==> src/rtl/brick_map.sv <==
// brick_map: damage state for the 5x5 brick field plus the per-pixel
// colour lookup used by the VGA scan path.
//  - Hit strobes from the ball block raise a brick's damage monotonically.
//  - A brick reaching damage 3 is destroyed: the live count drops and a
//    one-cycle pulse fires.
//  - Pixel queries go through a 2-stage pipeline.
//    Stage 1 decodes row/col with comparators only.
//    Stage 2 looks up damage and registers the colour.
module brick_map #(
  parameter int          NUM_BLOCKS      = 25,
  parameter int          BLOCK_WIDTH     = 80,
  parameter int          BLOCK_HEIGHT    = 30,
  parameter int          BLOCK_SPACING_X = 40,
  parameter int          FIRST_ROW_Y     = 40,
  parameter int          ROW_PITCH       = 50,
  parameter logic [7:0]  COLOR_FRESH     = 8'hE0,
  parameter logic [7:0]  COLOR_HIT1      = 8'hF0,
  parameter logic [7:0]  COLOR_HIT2      = 8'hFC,
  parameter logic [7:0]  COLOR_BG        = 8'h00
) (
  input  logic       clk,
  input  logic       reset,
  input  logic       erase_enable,
  input  logic [5:0] e_pos,
  input  logic [1:0] active_data,
  input  logic [9:0] pixel_x,
  input  logic [9:0] pixel_y,
  input  logic       video_on,
  output logic [7:0] rgb,
  output logic       brick_hit,
  output logic [4:0] bricks_left,
  output logic       destroyed_pulse,
  output logic       all_clear
);

  localparam int NUM_ROWS  = 5;
  localparam int NUM_COLS  = 5;
  // Horizontal pitch: the brick plus the gap that follows it.
  localparam int COL_PITCH = BLOCK_WIDTH + BLOCK_SPACING_X;

  // ---------------------------------------------------------------------
  // Brick state
  // ---------------------------------------------------------------------
  logic [NUM_BLOCKS-1:0][1:0] r_damage;
  logic [4:0]                 r_left;
  logic                       r_pulse;
  logic                       r_all_clear;

  logic       w_pos_ok;
  logic       w_hit_ok;
  logic [1:0] w_cur;
  logic       w_raise;
  logic       w_destroy;
  logic [4:0] w_left_nxt;

  // Current damage of the addressed brick.
  // The loop compare keeps out-of-range indices from reading past the array.
  always_comb begin
    w_cur = 2'd0;
    for (int i = 0; i < NUM_BLOCKS; i++)
      if (e_pos == 6'(i)) w_cur = r_damage[i];
  end

  // Classify the incoming hit.
  // Only a strictly higher value moves the brick; reaching 3 destroys it.
  always_comb begin
    w_pos_ok   = (e_pos < 6'(NUM_BLOCKS));
    w_hit_ok   = erase_enable && w_pos_ok && (active_data != 2'd0);
    w_raise    = w_hit_ok && (active_data > w_cur);
    w_destroy  = w_raise && (active_data == 2'd3);
    w_left_nxt = r_left;
    if (w_destroy && (r_left != 5'd0)) w_left_nxt = r_left - 5'd1;
  end

  // Damage array update.
  // Reset wins over a same-cycle hit.
  always_ff @(posedge clk) begin
    if (reset) begin
      r_damage <= '0;
    end else begin
      for (int i = 0; i < NUM_BLOCKS; i++)
        if (w_raise && (e_pos == 6'(i))) r_damage[i] <= active_data;
    end
  end

  // Live-brick count, destroy pulse and cleared-field flag.
  // all_clear tracks the next count so it lines up with bricks_left.
  always_ff @(posedge clk) begin
    if (reset) begin
      r_left      <= 5'(NUM_BLOCKS);
      r_pulse     <= 1'b0;
      r_all_clear <= 1'b0;
    end else begin
      r_left      <= w_left_nxt;
      r_pulse     <= w_destroy;
      r_all_clear <= (w_left_nxt == 5'd0);
    end
  end

  assign bricks_left     = r_left;
  assign destroyed_pulse = r_pulse;
  assign all_clear       = r_all_clear;

  // ---------------------------------------------------------------------
  // Pixel pipeline, stage 1: row/col decode
  // ---------------------------------------------------------------------
  logic [NUM_ROWS-1:0] w_row_in;
  logic [NUM_COLS-1:0] w_col_in;
  logic [2:0]          w_row;
  logic [2:0]          w_col;
  logic                w_row_vld;
  logic                w_col_vld;

  // One range compare per row/column.
  // Edges are inclusive top/left and exclusive bottom/right.
  for (genvar r = 0; r < NUM_ROWS; r++) begin : g_row
    assign w_row_in[r] = (pixel_y >= 10'(FIRST_ROW_Y + ROW_PITCH*r)) &&
                         (pixel_y <  10'(FIRST_ROW_Y + ROW_PITCH*r + BLOCK_HEIGHT));
  end
  for (genvar c = 0; c < NUM_COLS; c++) begin : g_col
    assign w_col_in[c] = (pixel_x >= 10'(BLOCK_SPACING_X + COL_PITCH*c)) &&
                         (pixel_x <  10'(BLOCK_SPACING_X + COL_PITCH*c + BLOCK_WIDTH));
  end

  // Encode the one-hot range hits into indices.
  // The ranges are disjoint, so at most one bit is ever set.
  always_comb begin
    w_row     = 3'd0;
    w_row_vld = 1'b0;
    w_col     = 3'd0;
    w_col_vld = 1'b0;
    for (int i = 0; i < NUM_ROWS; i++)
      if (w_row_in[i]) begin
        w_row     = 3'(i);
        w_row_vld = 1'b1;
      end
    for (int i = 0; i < NUM_COLS; i++)
      if (w_col_in[i]) begin
        w_col     = 3'(i);
        w_col_vld = 1'b1;
      end
  end

  logic [2:0] r_row;
  logic [2:0] r_col;
  logic       r_row_vld;
  logic       r_col_vld;
  logic       r_von;

  // Stage 1 registers.
  // Clearing them on reset blanks the pixel already in flight.
  always_ff @(posedge clk) begin
    if (reset) begin
      r_row     <= 3'd0;
      r_col     <= 3'd0;
      r_row_vld <= 1'b0;
      r_col_vld <= 1'b0;
      r_von     <= 1'b0;
    end else begin
      r_row     <= w_row;
      r_col     <= w_col;
      r_row_vld <= w_row_vld;
      r_col_vld <= w_col_vld;
      r_von     <= video_on;
    end
  end

  // ---------------------------------------------------------------------
  // Pixel pipeline, stage 2: damage lookup and colour
  // ---------------------------------------------------------------------
  logic [5:0] w_idx;
  logic [1:0] w_d;
  logic       w_live;
  logic [7:0] w_color;

  // 5*row + col, as row*4 + row + col.
  assign w_idx = {1'b0, r_row, 2'b00} + {3'b000, r_row} + {3'b000, r_col};

  // Look up the damage of the indexed brick.
  // An unmatched index defaults to destroyed, which draws background.
  always_comb begin
    w_d = 2'd3;
    for (int i = 0; i < NUM_BLOCKS; i++)
      if (w_idx == 6'(i)) w_d = r_damage[i];
  end

  // Decide whether the pixel shows a live brick, and pick its colour.
  always_comb begin
    w_live = r_row_vld && r_col_vld && r_von && (w_d != 2'd3);
    unique case (w_d)
      2'd0:    w_color = COLOR_FRESH;
      2'd1:    w_color = COLOR_HIT1;
      2'd2:    w_color = COLOR_HIT2;
      default: w_color = COLOR_BG;
    endcase
    if (!w_live) w_color = COLOR_BG;
  end

  logic [7:0] r_rgb;
  logic       r_brick_hit;

  // Stage 2 registers.
  // They drive the colour and brick flag together.
  always_ff @(posedge clk) begin
    if (reset) begin
      r_rgb       <= COLOR_BG;
      r_brick_hit <= 1'b0;
    end else begin
      r_rgb       <= w_color;
      r_brick_hit <= w_live;
    end
  end

  assign rgb       = r_rgb;
  assign brick_hit = r_brick_hit;

endmodule

==> config.mk <==
export PLATFORM = sky130hd
export DESIGN_NAME = brick_map
export DESIGN_NICKNAME = d
export VERILOG_FILES = /design/src/rtl/brick_map.sv
export SDC_FILE = /design/constraint.sdc
export NUM_CORES = 1
export LEC_CHECK = 0
export ABC_AREA = 1
export BUFFER_PORTS_ARGS = -buffer_cell sky130_fd_sc_hd__buf_2
export CAP_MARGIN = 20
export CORE_MARGIN = 4
export CORE_UTILIZATION = 50
export CTS_BUF_LIST = sky130_fd_sc_hd__clkbuf_8 sky130_fd_sc_hd__clkbuf_16
export CTS_CLUSTER_SIZE = 12
export DETAILED_ROUTE_END_ITERATION = 8
export GPL_TIMING_DRIVEN = 0
export PLACE_DENSITY = 0.79
export SLEW_MARGIN = 20
export SYNTH_ARGS = -nofsm -noshare
export SYNTH_HDL_FRONTEND = slang
export SYNTH_SLANG_ARGS = --single-unit
==> constraint.sdc <==
create_clock -name clk -period 8.7 [get_ports clk]
set_input_delay 2.175 -clock clk [delete_from_list [all_inputs] [get_ports clk]]
set_output_delay 2.175 -clock clk [all_outputs]
set_load 0.02 [all_outputs]
==> results list <==
* Status: complete, no violations
- Setup violations remaining at the end of the flow were counted as 0.
* Power, Total: 716 uW
- The count of cells in the finished layout, fillers not included, comes to 883.
* Fin util: 0.576
- Entering global routing, the biggest net connects 14 pins.
- The initial antenna violation count came to 0.
* Final routed DRC violation total: 0
- At the later pin of the worst-skew pair, clock insertion delay measures 370 ps.
- Yosys Warn Count: 0
- After synthesis the netlist holds a flip-flop and latch count of 70.
* Async S/R FF share, synth: 0
* Layout cell share with drive strength beyond 1: 0.114
- Number of global-route vias before repair: 4632
* Global-route wire length before repair: 20600 microns
- GP Congestion: 0.985
* Total routing resource utilization after global routing: 0.247
* Type of the worst min-delay path: register to register
- Dividing the detail-routed wire length by the instance count gives 13.8 microns.
- For this block, the via count after detailed routing is 4789.
- Standby leakage power: 2.12 nW
- Data on the critical path arrives at its endpoint at 5950 ps.
* Quantity of hold-fixing buffers added after cts: 0
- Die Outline Area: 10500 sq um
* Final count of hold timing violations: 0
- Max-cap violations in this run came to 0.
- Detailed placement ended at an HPWL of 9290 microns.
- For this configuration, the core starts out at a cell density of 0.512.
- Max Buffers Root-to-Sink: 2
* Die span in x: 102 microns
- The number of placed instances, taps included, is 867.
- Total of buffers placed on input and output ports: 40
- During I/O placement, the number of pins put on the boundary was 48.
* Biggest cell delay along the critical path: 460 ps
- Cell seen most often among critical-path stages: nand2_1
- Each instance of the synthesized netlist takes up on average 6.18 sq um.
* Slowest cell on the critical path: clkbuf_1
- Buffers added to address setup during post-CTS repair amount to 0.
* Sinks on the clock net: 70
- For this run, the register share of the synthesized area comes to 0.316.
* Diodes inserted: 0
* Maximum level of the CTS H-tree: 3
- Top fanout value on the critical path: 10
- After technology mapping, the gate count stands at 718.
* Peak supply drop: 0.124 mV
- After global routing the overflow that remains totals 0.
- Power spread over the standard cell area amounts to 143 nW/um^2.
- Total wire length after detailed routing: 12200 microns
- CP startpoint kind: input port
- TritonCTS built the clock tree.
- Worst Path Required: 8960 ps
* Area fraction of the dominant cell type after synthesis: 0.316
- Worst Max-Slew Pin Slew: 598 ps
* Period minus WS final: 5690 ps
- For this run, the leading register cell type out of synthesis is dfxtp_1.
- Setup skew after layout: 10.8 ps
* Clock root buffer master: clkbuf_8
- Crit Path Class: input port to register
* Worst hold slack across all endpoints: 479 ps
* Total clock buffers created by CTS: 9
- The area growth from synthesis to layout is 12.6%.
- Dividing the final minimum period by the clock period gives 0.654.
- For the final routed database, the setup TNS stands at 0 ps.
* Core Box Area: 8680 sq um
- In this run, distinct cell masters in the synthesized netlist total 41.
* Count of flip-flops with a built-in enable after synthesis: 0
* Cell type with the largest total area after synthesis: dfxtp_1
* Setup crit end kind: register
* DRT antenna net count: 0
* Peak Freq: 0.176 GHz
* # nets final: 815
- The first TritonRoute pass finished after 6 iterations.
- 1st-iter DRT viols: 367
- Top post-synthesis cells by area: dfxtp_1 (32%), nand2_1 (15%), inv_1 (10%)
- Via density per instance: 5.42
- Summing every instance area after synthesis gives 4440 sq um.
- In this run the core area contains 34 standard-cell rows.
* Unrepaired setup endpoints after global routing: false
- Number of gates resized after CTS: 0
- After clock tree synthesis, the clock-pin slew on the worst setup and hold paths is 80 ps.
- Measured along the y axis, the die boundary spans 102 microns.
* Count of pins over their slew limit: 0
- Measured against its own limit, the worst slew margin works out to 0.601.
final cells by class:
| class | count | area [sq um] |
|---|---|---|
| well taps | 108 | 135 |
| repair buffers | 40 | 200 |
| flip-flops and latches | 70 | 1400 |
| inverters | 128 | 485 |
| plain buffers | 19 | 91.3 |
| fillers | 871 | 3680 |
| clock inverters | 7 | 97.6 |
| clock buffers | 9 | 124 |
| multi-input cells | 502 | 2470 |
routing by layer:
| layer | GRT usage | share of wire |
|---|---|---|
| met2 | 0.412 | 0.46 |
| met3 | 0.0498 | 0.078 |
| met5 | 0 | 0 |
| met1 | 0.310 | 0.43 |
| met4 | 0.105 | 0.029 |
critical path: cells and delay by family:
kind | cells | cell delay (ps)
AOI/OAI and AO/OA | 5 | 850
and+or+nand+nor | 21 | 1880
buffers and inverters | 5 | 810
adders and majority gates | 1 | 220
cell usage in the layout, fill, tap and decap left out, types with 2 or more instances in the layout:
| master | count |
|---|---|
| a21oi_1 | 57 |
| conb_1 | 2 |
| nor3_1 | 10 |
| inv_2 | 4 |
| a211oi_1 | 5 |
| clkbuf_1 | 13 |
| o21ai_0 | 52 |
| buf_4 | 5 |
| nor2_1 | 88 |
| nand2_4 | 4 |
| nand3_1 | 31 |
| nor3_2 | 2 |
| nand2_2 | 6 |
| inv_1 | 124 |
| o2111ai_1 | 5 |
| nand2_1 | 175 |
| inv_6 | 3 |
| ha_1 | 11 |
| dfxtp_1 | 70 |
| bufinv_16 | 2 |
| fa_1 | 2 |
| o211ai_1 | 2 |
| a41oi_1 | 2 |
| nand4_1 | 26 |
| or2_2 | 2 |
| clkbuf_8 | 9 |
| buf_2 | 40 |
| nor2_2 | 5 |
stage by stage:
stage          instance area (sq um)  worst slack [ps]
2_1_floorplan                   4440              3610
3_3_place_gp                    4780              2800
3_5_place_dp                    4780              2740
4_1_cts                         5000              3110
5_1_grt                         5000              2700
6_report                        5000              3010
cells by family after synthesis:
family,Yosys count,share of synthesized area
buffers and inverters,147,0.130
AND/OR/NAND/NOR,356,0.351
AO/OA/AOI/OAI,129,0.159
other,1,0.000844
XOR/XNOR,2,0.00395
adder cells (fa/ha/maj),13,0.0400
flip-flops,70,0.316
state kept, by name, summed over array words and instances (netlist names):
register,flops
r_damage,50
bricks_left,5
r_col,3
r_row,3
rgb,3
all_clear,1
brick_hit,1
destroyed_pulse,1
r_col_vld,1
r_row_vld,1
r_von,1
power breakdown:
group	switching (mW)	internal [mW]	total (mW)
logic	0.0647	0.0284	0.0931
clock network	0.137	0.163	0.299
registers	0.00110	0.322	0.324
synth_stat cells (4+ instances only):
library cell	number
dfxtp_1	70
a21oi_1	57
nand3_1	31
nor2_2	5
nand2_1	175
nand2_2	6
ha_1	11
nor2_1	88
inv_2	4
o21ai_0	52
inv_1	123
buf_4	5
nand2_4	4
o2111ai_1	5
a211oi_1	5
nor3_1	10
clkbuf_1	13
nand4_1	26
final timing paths:
path	from	endpoint	slack, ps	depth (start not counted)
worst min register to register	r_damage[41]	r_damage[41]	480	2
worst max-delay path	e_pos[4]	r_damage[1]	3010	32
worst max register to register	r_row[2]	rgb[4]	4700	27
worst min-delay path	r_damage[41]	r_damage[41]	480	2
Note: power is estimated with default switching activity, not from simulation.
